## config.mk

```make
export PLATFORM = sky130hd
export DESIGN_NAME = logic_cluster_flat
export DESIGN_NICKNAME = d
export VERILOG_FILES = /design/src/rtl/logic_cluster_pkg.sv /design/src/rtl/logic_cluster_if.sv /design/src/rtl/logic_cluster_le.sv /design/src/rtl/logic_cluster.sv /design/src/flat_wrapper.sv
export SDC_FILE = /design/constraint.sdc
export NUM_CORES = 1
export LEC_CHECK = 0
export ABC_AREA = 0
export BUFFER_PORTS_ARGS = -buffer_cell sky130_fd_sc_hd__clkbuf_2
export CORE_MARGIN = 8
export CORE_UTILIZATION = 55
export CTS_CLUSTER_DIAMETER = 200
export DETAILED_ROUTE_END_ITERATION = 16
export PLACE_DENSITY = 0.73
export SYNTH_ARGS = -nofsm -noshare
export SYNTH_HDL_FRONTEND = slang
export SYNTH_SLANG_ARGS = --single-unit
```

## constraint.sdc

```tcl
create_clock -name clk -period 3 [get_ports clk]
set_input_delay 0.45 -clock clk [delete_from_list [all_inputs] [get_ports clk]]
set_output_delay 0.45 -clock clk [all_outputs]
set_load 0.02 [all_outputs]
```

## src/rtl/logic_cluster_pkg.sv

```systemverilog
// Shared types and configuration-frame field layout for the logic cluster.
package logic_cluster_pkg;

    typedef enum logic [1:0] {
        UNCONFIG = 2'd0,
        LOADING  = 2'd1,
        ACTIVE   = 2'd2
    } cfg_state_t;

    // Per-LE field offsets, LSB first: lut, reg_mode, reset_val, fb_sel.
    localparam int LUT_LSB = 0;

    function automatic int le_cfg_width(input int k);
        return (1 << k) + k + 2;
    endfunction

    function automatic int reg_mode_ofs(input int k);
        return 1 << k;
    endfunction

    function automatic int reset_val_ofs(input int k);
        return (1 << k) + 1;
    endfunction

    function automatic int fb_lsb(input int k);
        return (1 << k) + 2;
    endfunction

endpackage

```

## src/rtl/logic_cluster_if.sv

```systemverilog
// Routing-side and config-chain signals of one logic cluster tile.
interface logic_cluster_if #(
    parameter int NUM_LE = 4,
    parameter int LUT_K  = 4
);
    logic                     config_en;
    logic                     config_data_in;
    logic                     config_data_out;
    logic                     config_valid;
    logic                     config_err;
    logic                     le_en;
    logic                     le_nrst;
    logic [NUM_LE*LUT_K-1:0]  in_ext;
    logic [NUM_LE-1:0]        le_out;

    modport master (
        output config_en, config_data_in, le_en, le_nrst, in_ext,
        input  config_data_out, config_valid, config_err, le_out
    );

    modport slave (
        input  config_en, config_data_in, le_en, le_nrst, in_ext,
        output config_data_out, config_valid, config_err, le_out
    );
endinterface

```

## src/rtl/logic_cluster_le.sv

```systemverilog
// One K-input logic element: input select with register feedback, LUT,
// optional output register.
module logic_element_k
    import logic_cluster_pkg::*;
#(
    parameter int NUM_LE = 4,
    parameter int LUT_K  = 4
) (
    input  logic                           clk,
    input  logic                           nrst,
    input  logic                           active,
    input  logic                           activate,
    input  logic                           le_en,
    input  logic                           le_nrst,
    input  logic [le_cfg_width(LUT_K)-1:0] cfg,
    input  logic [LUT_K-1:0]               in_ext,
    input  logic [NUM_LE-1:0]              q_fb,
    output logic                           q,
    output logic                           le_out
);
    localparam int LUT_N         = 1 << LUT_K;
    localparam int REG_MODE_OFS  = reg_mode_ofs(LUT_K);
    localparam int RESET_VAL_OFS = reset_val_ofs(LUT_K);
    localparam int FB_LSB        = fb_lsb(LUT_K);

    logic [LUT_N-1:0] lut;
    logic             reg_mode;
    logic             reset_val;
    logic [LUT_K-1:0] fb_sel;
    logic [LUT_K-1:0] sel;
    logic             lut_out;

    assign lut       = cfg[LUT_LSB +: LUT_N];
    assign reg_mode  = cfg[REG_MODE_OFS];
    assign reset_val = cfg[RESET_VAL_OFS];
    assign fb_sel    = cfg[FB_LSB +: LUT_K];

    // Feedback taps only register outputs, so no combinational loop can form.
    always_comb begin
        sel = '0;
        for (int j = 0; j < LUT_K; j++) begin
            sel[j] = fb_sel[j] ? q_fb[j % NUM_LE] : in_ext[j];
        end
    end

    assign lut_out = lut[sel];

    always_ff @(posedge clk) begin
        if (!nrst) begin
            q <= 1'b0;
        end else if (activate) begin
            q <= reset_val;
        end else if (!active) begin
            q <= 1'b0;
        end else if (!le_nrst) begin
            q <= reset_val;
        end else if (le_en) begin
            q <= lut_out;
        end
    end

    assign le_out = active & (reg_mode ? q : lut_out);

endmodule

```

## src/rtl/logic_cluster.sv

```systemverilog
// Cluster of NUM_LE logic elements behind one serial config chain with a
// frame-length-checked loader.
module logic_cluster
    import logic_cluster_pkg::*;
#(
    parameter int NUM_LE = 4,
    parameter int LUT_K  = 4
) (
    input logic            clk,
    input logic            nrst,
    logic_cluster_if.slave bus
);
    localparam int LE_CFG     = le_cfg_width(LUT_K);
    localparam int FRAME_BITS = NUM_LE * LE_CFG;
    localparam int CNT_W      = $clog2(FRAME_BITS + 2);
    localparam logic [CNT_W-1:0] CNT_FULL = CNT_W'(FRAME_BITS);
    localparam logic [CNT_W-1:0] CNT_SAT  = CNT_W'(FRAME_BITS + 1);

    cfg_state_t            state;
    cfg_state_t            state_nxt;
    logic [FRAME_BITS-1:0] cram;
    logic [CNT_W-1:0]      cnt;
    logic                  config_err;
    logic                  activate;
    logic                  err_set;
    logic [NUM_LE-1:0]     q_all;

    always_comb begin
        state_nxt = state;
        activate  = 1'b0;
        err_set   = 1'b0;
        case (state)
            UNCONFIG, ACTIVE: begin
                if (bus.config_en) state_nxt = LOADING;
            end
            LOADING: begin
                if (!bus.config_en) begin
                    if (cnt == CNT_FULL) begin
                        state_nxt = ACTIVE;
                        activate  = 1'b1;
                    end else begin
                        state_nxt = UNCONFIG;
                        err_set   = 1'b1;
                    end
                end
            end
            default: state_nxt = UNCONFIG;
        endcase
    end

    // Count saturates one past a full frame so overlong loads stay detectable.
    always_ff @(posedge clk) begin
        if (!nrst) begin
            state      <= UNCONFIG;
            cram       <= '0;
            cnt        <= '0;
            config_err <= 1'b0;
        end else begin
            state <= state_nxt;
            if (bus.config_en) begin
                cram <= {cram[FRAME_BITS-2:0], bus.config_data_in};
                if (state != LOADING) begin
                    cnt <= CNT_W'(1);
                end else if (cnt != CNT_SAT) begin
                    cnt <= cnt + 1'b1;
                end
            end
            if (bus.config_en && state != LOADING) begin
                config_err <= 1'b0;
            end else if (err_set) begin
                config_err <= 1'b1;
            end
        end
    end

    assign bus.config_data_out = cram[FRAME_BITS-1];
    assign bus.config_valid    = (state == ACTIVE);
    assign bus.config_err      = config_err;

    for (genvar i = 0; i < NUM_LE; i++) begin : g_le
        logic_element_k #(
            .NUM_LE (NUM_LE),
            .LUT_K  (LUT_K)
        ) u_le (
            .clk      (clk),
            .nrst     (nrst),
            .active   (state == ACTIVE),
            .activate (activate),
            .le_en    (bus.le_en),
            .le_nrst  (bus.le_nrst),
            .cfg      (cram[i*LE_CFG +: LE_CFG]),
            .in_ext   (bus.in_ext[i*LUT_K +: LUT_K]),
            .q_fb     (q_all),
            .q        (q_all[i]),
            .le_out   (bus.le_out[i])
        );
    end

endmodule

```

## src/flat_wrapper.sv

```systemverilog
// flat-port wrapper written by rule: the top's interface ports become plain ports
module logic_cluster_flat import logic_cluster_pkg::*;
#(
    parameter int NUM_LE = 4,
    parameter int LUT_K  = 4
)
  (clk, nrst, bus_config_en, bus_config_data_in, bus_le_en, bus_le_nrst, bus_in_ext, bus_config_data_out, bus_config_valid, bus_config_err, bus_le_out);
  logic_cluster_if #(.NUM_LE(NUM_LE), .LUT_K(LUT_K)) bus_i ();
  input logic clk;
  input logic nrst;
  input wire logic [$bits(bus_i.config_en)-1:0] bus_config_en;
  input wire logic [$bits(bus_i.config_data_in)-1:0] bus_config_data_in;
  input wire logic [$bits(bus_i.le_en)-1:0] bus_le_en;
  input wire logic [$bits(bus_i.le_nrst)-1:0] bus_le_nrst;
  input wire logic [$bits(bus_i.in_ext)-1:0] bus_in_ext;
  output wire logic [$bits(bus_i.config_data_out)-1:0] bus_config_data_out;
  output wire logic [$bits(bus_i.config_valid)-1:0] bus_config_valid;
  output wire logic [$bits(bus_i.config_err)-1:0] bus_config_err;
  output wire logic [$bits(bus_i.le_out)-1:0] bus_le_out;
  assign bus_i.config_en = bus_config_en;
  assign bus_i.config_data_in = bus_config_data_in;
  assign bus_i.le_en = bus_le_en;
  assign bus_i.le_nrst = bus_le_nrst;
  assign bus_i.in_ext = bus_in_ext;
  assign bus_config_data_out = bus_i.config_data_out;
  assign bus_config_valid = bus_i.config_valid;
  assign bus_config_err = bus_i.config_err;
  assign bus_le_out = bus_i.le_out;
  logic_cluster #(.NUM_LE(NUM_LE), .LUT_K(LUT_K)) u_core (.clk(clk), .nrst(nrst), .bus(bus_i));
endmodule
```

==> results of run 1 <==
-- cell families (layout without fill, tap and decap cells) --
| logic type | count (synthesis) | after routing | synth area share [%] |
|---|---|---|---|
| DFF | 102 | 102 | 43.5 |
| muxes | 134 | 134 | 31.2 |
| AOI/OAI and AO/OA | 38 | 38 | 5.01 |
| xor gates and xnor gates | 4 | 4 | 0.746 |
| adders and majority gates | 3 | 3 | 0.800 |
| buffers and inverters | 36 | 59 | 3.41 |
| and+or+nand+nor | 157 | 157 | 15.4 |
-- layer usage --
metal / track usage (%) / vias up / part of all wire [%]
met4: 5.67 / 0 / 1.6
met3: 3.63 / 10 / 3.5
met2: 23.9 / 45 / 46
met5: 0 / - / 0
met1: 20.3 / 1592 / 49
li1: - / 1711 / -
-- cell type report --
class,instances,share of cell area [%]
Multi-Input combinational cell,336,49.4
Sequential cell,102,39.7
Timing Repair Buffer,34,4.13
Tap cell,105,2.55
Clock buffer,9,2.40
Clock inverter,7,1.12
Inverter,9,0.655
-- layout by cell type (no fill, tap or decap), types with 2 or more instances in the layout --
cell type	netlist	layout
a21oi_1	12	12
dfxtp_1	102	99
nor4_2	0	3
a211oi_1	2	2
inv_1	8	8
mux2i_4	0	3
mux2i_2	3	3
mux4_2	5	5
clkinvlp_4	0	5
a31oi_1	2	2
clkbuf_2	0	27
mux2i_1	111	108
nand3b_1	13	13
nor3b_1	5	5
nor3_1	3	3
and3_1	3	3
nand4_1	3	3
o32ai_1	3	3
ha_1	3	3
clkbuf_8	0	9
nor2_1	104	104
buf_4	4	5
xor2_1	3	3
mux2_2	13	13
nand3_1	11	11
o21ai_0	6	6
nand2_1	4	4
mux4_1	2	2
o22ai_1	8	8
buf_12	0	2
nand2b_1	5	5
dfxtp_2	0	2
-- sequential cells by signal, summed over array words and instances (netlist names) --
| signal | flops |
|---|---|
| u_core.g_le.u_le.q | 4 |
| u_core.cram | 88 |
| u_core.cnt | 7 |
| u_core.state | 2 |
| u_core.bus.config_err | 1 |
-- report_power, final --
| group | leakage (nW) | switching (mW) | total [mW] | internal [mW] |
|---|---|---|---|---|
| Clock | 0.0760 | 0.487 | 0.797 | 0.310 |
| Sequential | 0.824 | 0.00423 | 1.36 | 1.36 |
| Combinational | 1.22 | 0.0958 | 0.169 | 0.0737 |
| Total | 2.12 | 0.587 | 2.33 | 1.74 |
-- timing repair --
item,CTS,global route
hold buffers,0,0
resized for setup,4,9
pin swaps,0,1
setup buffers,0,0
setup endpoints to repair,3,4
-- worst register-to-register path, stage by stage, from the launching register on --
cell and delay [ps]:
dfxtp_1 450, mux2i_4 310, mux4_2 520, nor3b_1 170, nor4_2 330, o32ai_1 130
-- through the flow --
stage	total power, mW	hold slack, ps	utilization [%]	std cells	area [µm²]
final	2.33	318	62.4	602	5160
after global routing	2.41	345	62.4	602	5160
after CTS	2.35	309	61.9	602	5110
after detailed placement	1.56	460	59.5	586	4910
after global placement	1.56	455	59.5	586	4910
after floorplan	1.52	445	-	474	4690
-- worst paths after layout --
kind	startpoint	to	slack, ps
setup / recovery	u_core.cram[40]	bus_le_out[1]	130
hold / removal	bus_config_data_in	u_core.cram[0]	320
setup reg to reg	u_core.cram[40]	u_core.g_le[1].u_le.q	980
hold reg to reg	u_core.bus.config_err	u_core.bus.config_err	470
==> results summary, run 1 <==
The async set or reset register ratio after synthesis is 0%. The number of buffers on the longest clock path came out at 2. Adding up every negative setup slack in the final design gives 0 ps. The I/O pin count came out at 29. The cell family with the largest share of critical-path delay is multiplexers. The critical path crosses 6 cells after its start point.

The first global-routing pass estimated 14700 µm of wire. The die is 108 µm tall. The area taken by flip-flops and latches came out at about 2000 µm². The synthesized area per cell is 9.90 µm². The number of filler cells placed in the layout came out at between 700 and 800. The largest incremental delay on the critical path came out at between 500 and 600 ps. The number of warnings printed during yosys synthesis is 0. STA classifies the critical path startpoint as a register. The final worst clock skew is between 6 and 7 ps. The distinct cell type count of the synthesized netlist came out at 40. The timing-limited maximum frequency is 0.348 GHz. At the end of routability-driven placement, the weighted congestion stood at 0.811. The slowest stage of the critical path is the mux4_2 cell. The count of final hold-check violations came out at 0. The repair_antennas step left the layout with diodes totalling 0. The total routing resource utilization after global routing is 15.4%. The largest total area in the synthesized netlist belongs to dfxtp_1. The most common cell in the netlist is mux2i_1. The synthesis-stage register bit count is 102. The layout overhead on the synthesized area is 9.83%. The relative max-transition margin came out at 58.7%. Across the run, the number of max-cap violations was 0. The netlist area before placement is 4690 µm². The type of the most critical hold path is input pin to register. TritonCTS built the clock tree.

The number of DRC violations after detailed-routing iteration 0 came out at roughly 160. The number of synthesized flops with an enable pin came out at 0. The count of buffer and inverter cells on the critical path came out at 1. Detailed routing inserted a total of 3358 vias. The combined area of the multi-input logic cells is approximately 2500 µm². Yosys attributes the largest share of cell area to dfxtp_1 (43%), mux2i_1 (24%), nor2_1 (8.3%), mux2_2 (3.1%), mux4_2 (2.4%).

The final max-slew violation count is 0. The routed length per placed instance came out at 14.7 µm. The static power due to leakage is approximately 2.1 nW. Detailed placement finished with a half-perimeter wire length of 5990 µm. After synthesis, the most frequently instantiated cells are mux2i_1 (111), nor2_1 (104), dfxtp_1 (102).

For this run, design rule violations remaining after detail routing come to 0. The cell row count came out at 33. The initial antenna violation count is 0. For this run, the detailed router's first-pass iteration total came to 4.

The data required time of the worst path came out at between 2000 and 3000 ps. Clock-pin slew was measured on the worst setup and hold paths at 100 ps. The most used flip-flop cell after synthesis is dfxtp_1. The final count of negative-setup-slack endpoints is 0. The pin count of the biggest net entering global routing is 93. The final routed wirelength across all metal layers came out at ~8900 µm. The width of the chip is 108 µm. In the routed layout, each cell is associated on average with a via count of ~5.6.

The post-synth net total came out at roughly 500. The maximum level of the CTS H-tree is 3. The fraction of synthesized cell area taken by the top area cell type came out at 43.5%. STA classifies the critical path endpoint as an output pin.

The floorplan step defined a die boundary enclosing between 10000 and 15000 µm². The part of the Yosys area used for sequential elements came out at between 40 and 50%. The peak ir drop on the vdd network came out at approximately 0.25 mV. After global routing the overflow that remains totals 0. The synthesized instance count came out at about 470. The worst path setup slack after routing came out at between 100 and 150 ps. After layout, the worst path uses between 90 and 100% of the clock period.

The run finished with clean final reports. The via count of the first global-routing pass is approximately 3100. The clock net in this run drives a total of between 100 and 150 sinks.

The type of the setup path with the least slack is register to output pin. The tree is rooted in a clkbuf_8. The number of nets with antenna violations after routing is 0. The fraction of final layout cells sized beyond drive strength 1 is 16.3%. The worst hold path was traced through 3 stages.

The area inside the core boundary is slightly above 8000 µm². At the placement stage, the worst setup path has a slack of 199 ps. The number of buffers created by CTS came out at 9. The number of cells on the worst reg-to-reg path is 5.

Walking the worst path, the cells encountered are mux2i_4, mux4_2, nor3b_1, nor4_2, a21oi_1, clkbuf_2. The pin slew with the least headroom to its limit came out at ~620 ps. In this run the worst path has a maximum fanout of 4.

The number of nets in the layout is around 520. The power per unit of standard cell area is 451 nW/µm². For the finished layout, the period the worst path requires is 2870 ps.

The worst endpoint data arrival time is 2420 ps. The count of input and output buffers is 28. The insertion delay of the later-clocked pin in the worst-skew pair came out at about 370 ps. The effective utilization at floorplan is 56.8%.
Note: power is estimated with default switching activity, not from simulation.
==> run 2, diff against run 1 <==
Settings changed: CORE_UTILIZATION 55 to 40, PLACE_DENSITY 0.73 to unset.
==> run 2 against run 1 <==
Net effect:
- clock-buffer cell count rose by 3
- critical endpoint unchanged
- final area rose by 3.8%
- total power rose by 21%
- setup slack got worse by 49 ps
- die area rose by 32%
- largest cell class unchanged
- global-route usage fell by 3.0 points
- sequential share of layout area fell by 1.5 points
- maximum frequency fell by 1.7%
- non-clock buffer count rose by 4
- largest power group unchanged
- cell count rose by 7.0%
- sequential power barely moved
- clock power rose by 61%
- highest routed layer is now met5
==> results summary, run 2 (synthesis results as in run 1) <==
The run finished with clean final reports. The pin count of the biggest net entering global routing came out at 36. The root buffer selected by CTS is clkbuf_16.

The final count of negative-setup-slack endpoints came out at 0. The total number of vias is 3387. The routed length per placed instance came out at 14.8 µm. On the final layout, the worst clock skew is 6.00 ps. The register with the most flip-flops in the final layout is u_core.cram. TritonCTS built the clock tree. The number of DRC violations after detailed-routing iteration 0 came out at 204. The most frequent standard cell in the layout excluding fill and tap cells is mux2i_1. In this run the deepest clock path goes through 2 buffers.

The power per unit of standard cell area is 526 nW/µm². The count of final hold-check violations came out at 0. The type of the setup path with the least slack is register to output pin. The peak ir drop on the vdd network is 0.394 mV.

After detailed routing, the number of remaining DRC violations is 0. The static power due to leakage came out at 2.22 nW. The part of the cycle the worst path needs is 97.3%. The layout overhead on the synthesized area is 14.0%. The die area came out at ~15000 µm². The final routed wirelength across all metal layers is 9550 µm.

Before CTS, the worst setup slack after placement is 210 ps. The HPWL after detailed placement came out at around 6600 µm. The kind of start point of the critical path is a register. The final max-slew violation count came to 0. Setup repair after global routing left no endpoint under its margin.

The global-route wire length before repair came out at 15900 µm. The count of hold buffers inserted by post-cts repair is 0. The type of the most critical hold path is input pin to register. The area of all placed cells without fillers came out at 5350 µm². The worst pin sits at a relative slew slack of 61.6%. The data required time of the worst path came out at 2550 ps. The number of filler cells placed in the layout is 1111.

Buffers added to address setup during post-CTS repair amount to 0. The final critical path time including I/O delays and setup came out at a little under 3000 ps. The maximum level of the CTS H-tree is 3.

Of the cells placed in the final design, the portion with a size suffix greater than 1 is between 10% and 20%. The number of violations of the max-capacitance limit is 0. The initial antenna violation count came out at 1. In the final layout, the registers with the most flip-flops are u_core.cram x88, u_core.cnt x7, u_core.g_le.u_le.q x4. The insertion delay of the later-clocked pin in the worst-skew pair came out at 340 ps.

The ratio of routed vias to standard cells came out at 5.26. The total routing resource utilization after global routing came out at 12.3%. The number of optimization iterations in the first detailed-route pass is 4. The final weighted congestion in routability-driven placement is 0.791. In this run the remaining antenna-violating nets after routing total 0. The pin slew with the least headroom to its limit is 576 ps. After floorplanning, the core was divided into 39 placement rows. In the layout the commonest cells are mux2i_1 (108), nor2_1 (104), dfxtp_1 (99), clkbuf_2 (27). The sort of element at the end of the critical path is an output pin.

The count of input and output buffers is 28. The register with the most flip-flops in the layout has between 80 and 90 of them. The via count of the first global-routing pass is 3315. The core region is 11400 µm².

After the last flow step, the layout net total stands at 521. The number of buffers created by CTS came out at 9. The largest fanout on the critical path is 4.

In this run the cell area measured after placement is approximately 5000 µm². The effective utilization at floorplan came out at 41.1%. The I/O pin count is 29.

The number of clock sinks came out at approximately 100. At the worst endpoint, the arrival time is between 2000 and 2500 ps. The timing-limited maximum frequency came out at 0.342 GHz.

The remaining global-route overflow came out at 0. The number of inserted diodes came out at 0. The width of the chip is 124 µm. The worst path meets setup with 79.8 ps of slack. The die is 124 µm tall. Clock-pin slew was measured on the worst setup and hold paths at 60 ps.
run 2: cell count changes in the layout (fill, tap and decap cells not counted), moves of 2 or more:
cell	before	now
buf_4	5	11
clkinvlp_4	5	0
clkbuf_8	9	2
buf_12	2	0
bufinv_16	0	2
clkbuf_16	0	9
run 2: layout make-up:
type	count	area (µm²)	share of cell area [%]
clock buffer	12	256	4.79
clock inverter	4	77.6	1.45
inverter	9	33.8	0.631
multi-input combinational	336	2540	47.5
sequential	102	2050	38.2
tap	143	179	3.34
timing repair buffer	38	218	4.07
run 2: power by group:
part	total [mW]	internal [mW]	switching [mW]
registers	1.36	1.36	0.00418
clock network	1.28	0.782	0.503
logic	0.168	0.0721	0.0962
run 2: path summary, 6_finish.rpt:
kind / start / endpoint / slack (ps) / cells after the start
setup / recovery: u_core.cram[40] / bus_le_out[1] / 80 / 6
hold / removal: bus_config_data_in / u_core.cram[0] / 340 / 3
setup reg to reg: u_core.cram[40] / u_core.g_le[1].u_le.q / 880 / 5
hold reg to reg: u_core.bus.config_err / u_core.bus.config_err / 480 / 2
run 2: repair_timing:
action,4_1_cts,5_1_grt
hold endpoints to repair,0,0
pin swaps,0,0
resized for setup,3,8
endpoints found under the setup margin,3,4
run 2: through the flow:
step	cells	utilization, %	hold slack [ps]	power (mW)	setup TNS (ps)
2_1_floorplan	474	-	445	1.52	0
3_3_place_gp	628	43.5	468	1.56	0
3_5_place_dp	628	43.5	472	1.56	0
4_1_cts	644	46.5	339	2.85	-78.8
5_1_grt	644	46.9	345	2.92	0
6_report	644	46.9	344	2.81	0
run 2: critical path: stages, from the launching register on:
cell and delay (ps):
dfxtp_1 420, mux2i_2 360, mux4_2 530, nor3b_1 160, nor4_2 360, a21oi_1 130, clkbuf_2 170
run 2: routing by layer:
| layer | track usage (%) | part of all wire, % |
|---|---|---|
| met1 | 15.6 | 50 |
| met2 | 19.3 | 45 |
| met3 | 3.53 | 3.0 |
| met4 | 4.89 | 2.0 |
| met5 | 0 | 0.084 |
==> run 3, diff against run 2 <==
Settings changed: RECOVER_POWER set to 25.
==> run 3 against run 2 <==
Net effect:
- cell count unchanged
- setup slack worse by 0.77 ps
- clock power about the same
- first-iteration DRC count unchanged
- sequential power about the same
- critical endpoint unchanged
- highest routed layer unchanged
- critical path depth unchanged
- via count down 0.24%
- register-to-register slack about the same
- routed wire length up 0.37%
==> results summary, run 3 (synthesis results as in run 1) <==
The die covers 15500 µm². The run finished with clean final reports. The register bank with the most flops is u_core.cram. Setup slack on the worst reg-to-reg path comes out at 880 ps. The count of final hold-check violations is 0.

The width of the chip is about 120 µm. The number of logic stages on the critical path including buffering came out at 6. The cell row count is 39. The number of design rule violations left after detail routing came out at 0.

The number of clock sinks is 102. The part of the cycle the worst path needs came out at 97.4%. The register with the most flip-flops in the layout has 88 of them. The number of buffers created by CTS is 9.

After detailed routing, the average wire length per cell comes to 14.9 µm. The number of filler cells placed in the layout is around 1100. The data required time of the worst path is 2550 ps.

Counting both buffers and inverters, the worst setup path holds a total of 1. The pin slew with the least headroom to its limit came out at 1030 ps. The largest registers in the layout are u_core.cram x88, u_core.cnt x7, u_core.g_le.u_le.q x4.

The count of hold buffers inserted by post-cts repair is 0. The worst register-to-register path begins at u_core.cram[40]. The number of buffers on the longest clock path came out at 2. The clock transition time at the flip-flop clock pins of the worst setup and hold paths is 60 ps. The type of the setup path with the least slack is register to output pin. 29 I/O pins were placed.

The HPWL after detailed placement came out at roughly 6600 µm. In this run the most critical hold path is launched from bus_config_data_in. The effective utilization at floorplan is 41.1%. The critical register-to-register path endpoint is u_core.g_le[1].u_le.q. The largest fanout on the critical path is 4. The root buffer cell chosen for the clock tree is clkbuf_16. The area growth from synthesis to layout is 13.8%. The number of inserted diodes is 0. The largest individual stage delay along the critical path comes from the cell mux4_2. The pin count of the biggest net entering global routing came out at 36. Summed over all cells, the static leakage comes to 2.21 nW. The completed layout was analyzed and its total power is between 2 and 3 mW. The first detailed-routing pass ran for 4 iterations. Counting instances, the worst hold path has a depth of 3. The insertion delay of the later-clocked pin in the worst-skew pair came out at approximately 340 ps.

Setup repair after global routing left no endpoint under its margin. The total number of vias came out at around 3400. Grouping stages by cell kind, the critical path spends the most delay in multiplexers.

The H-tree was split into 3 levels. The largest incremental delay on the critical path came out at ~530 ps. The min-delay analysis places its worst path in the category input pin to register.

The final max-slew violation count came to 0. The end point of the worst hold path is u_core.cram[0]. The worst endpoint data arrival time is around 2500 ps.

STA classifies the critical path endpoint as an output pin. The critical path goes through mux2i_2, mux4_2, nor3b_1, nor4_2, a21oi_1, clkbuf_2. Dividing the detail-routed via count by the number of cells gives 5.25.

For this run, the top clock speed supported by timing is 0.342 GHz. Measured on the finished design, the core utilization comes to a little under half. After the first detailed-routing iteration, the DRC count stood at a little over 200. The relative max-transition margin is 31.1%. The initial antenna violation count is 1. The die is 124 µm tall.

The final weighted congestion in routability-driven placement is 0.791. The count of input and output buffers came out at 28. The final count of negative-setup-slack endpoints came out at 0. The post-route netlist has between 15 and 20% of its cells at a drive strength greater than 1. The number of buffers inserted by post-CTS setup repair came out at 0. The power per unit of standard cell area came out at 527 nW/µm². The number of nets with antenna violations after routing is 0. The number of nets in the layout is 521. The number of violations of the max-capacitance limit is 0. The final routed wirelength across all metal layers is 9590 µm.

The remaining global-route overflow is 0. The area inside the core boundary is roughly 11000 µm². In the layout the commonest cells are mux2i_1 (108), nor2_1 (104), dfxtp_1 (99), clkbuf_2 (25).

In the global route stage, overall resource usage came out at 12.3%. The final critical path time including I/O delays and setup is 2920 ps. For the final database, setup skew stands at 5.51 ps. The CTS tree is yes. The via count of the first global-routing pass was around 3300. Leaving out fill and tap cells, the most frequent cell in the layout is mux2i_1. The global-route wire length before repair is between 15000 and 20000 µm.

The length in cells of the worst reg-to-reg path is 5. IR analysis of the VDD net gives a maximum drop of 0.394 mV. STA classifies the critical path startpoint as a register.
run 3: how the worst max path moves through the flow:
stage	endpoint	from
floorplan	bus_le_out[2]	bus_in_ext[8]
global placement	bus_le_out[2]	bus_in_ext[8]
detailed placement	bus_le_out[2]	bus_in_ext[8]
CTS	bus_le_out[3]	u_core.g_le[0].u_le.q
global route	bus_le_out[1]	u_core.cram[40]
finish	bus_le_out[1]	u_core.cram[40]
run 3: worst min-delay path, delay by kind of cell:
family / cells / cell delay, ps
mux: 1 / 50
buf+inv: 1 / 80
simple gates: 1 / 70
run 3: final cells by class:
type                    instances  area (µm²)  share of cell area [%]
well taps                     143         179                    3.35
flip-flops and latches        102        2050                    38.3
repair buffers                 38         211                    3.96
multi-input cells             336        2540                    47.5
inverters                       9        33.8                   0.632
clock buffers                  12         256                    4.80
clock inverters                 4        77.6                    1.45
run 3: stage by stage:
step	hold slack (ps)	instance area [µm²]	std cells	setup slack [ps]	TNS, ps
after detailed placement	472	4960	628	210	0
after floorplan	445	4690	474	539	0
after global routing	345	5340	644	3.84	0
after global placement	468	4960	628	283	0
after CTS	339	5310	644	-39.9	-78.8
final	344	5340	644	79.0	0
run 3: repair_timing:
item	4_1_cts	5_1_grt
gates resized for setup	3	8
gates cloned	0	0
endpoints found under the setup margin	3	4
run 3: report_power, final:
part / switching [mW] / leakage, nW / internal (mW)
registers: 0.00418 / 0.824 / 1.36
logic: 0.0962 / 1.22 / 0.0713
clock network: 0.504 / 0.163 / 0.782
run 3: layer usage:
metal / wire (µm) / vias up / global-route usage [%]
li1: - / 1721 / -
met5: 8 / - / 0
met2: 4350 / 38 / 19.3
met3: 320 / 15 / 3.53
met4: 171 / 2 / 4.89
met1: 4740 / 1603 / 15.6
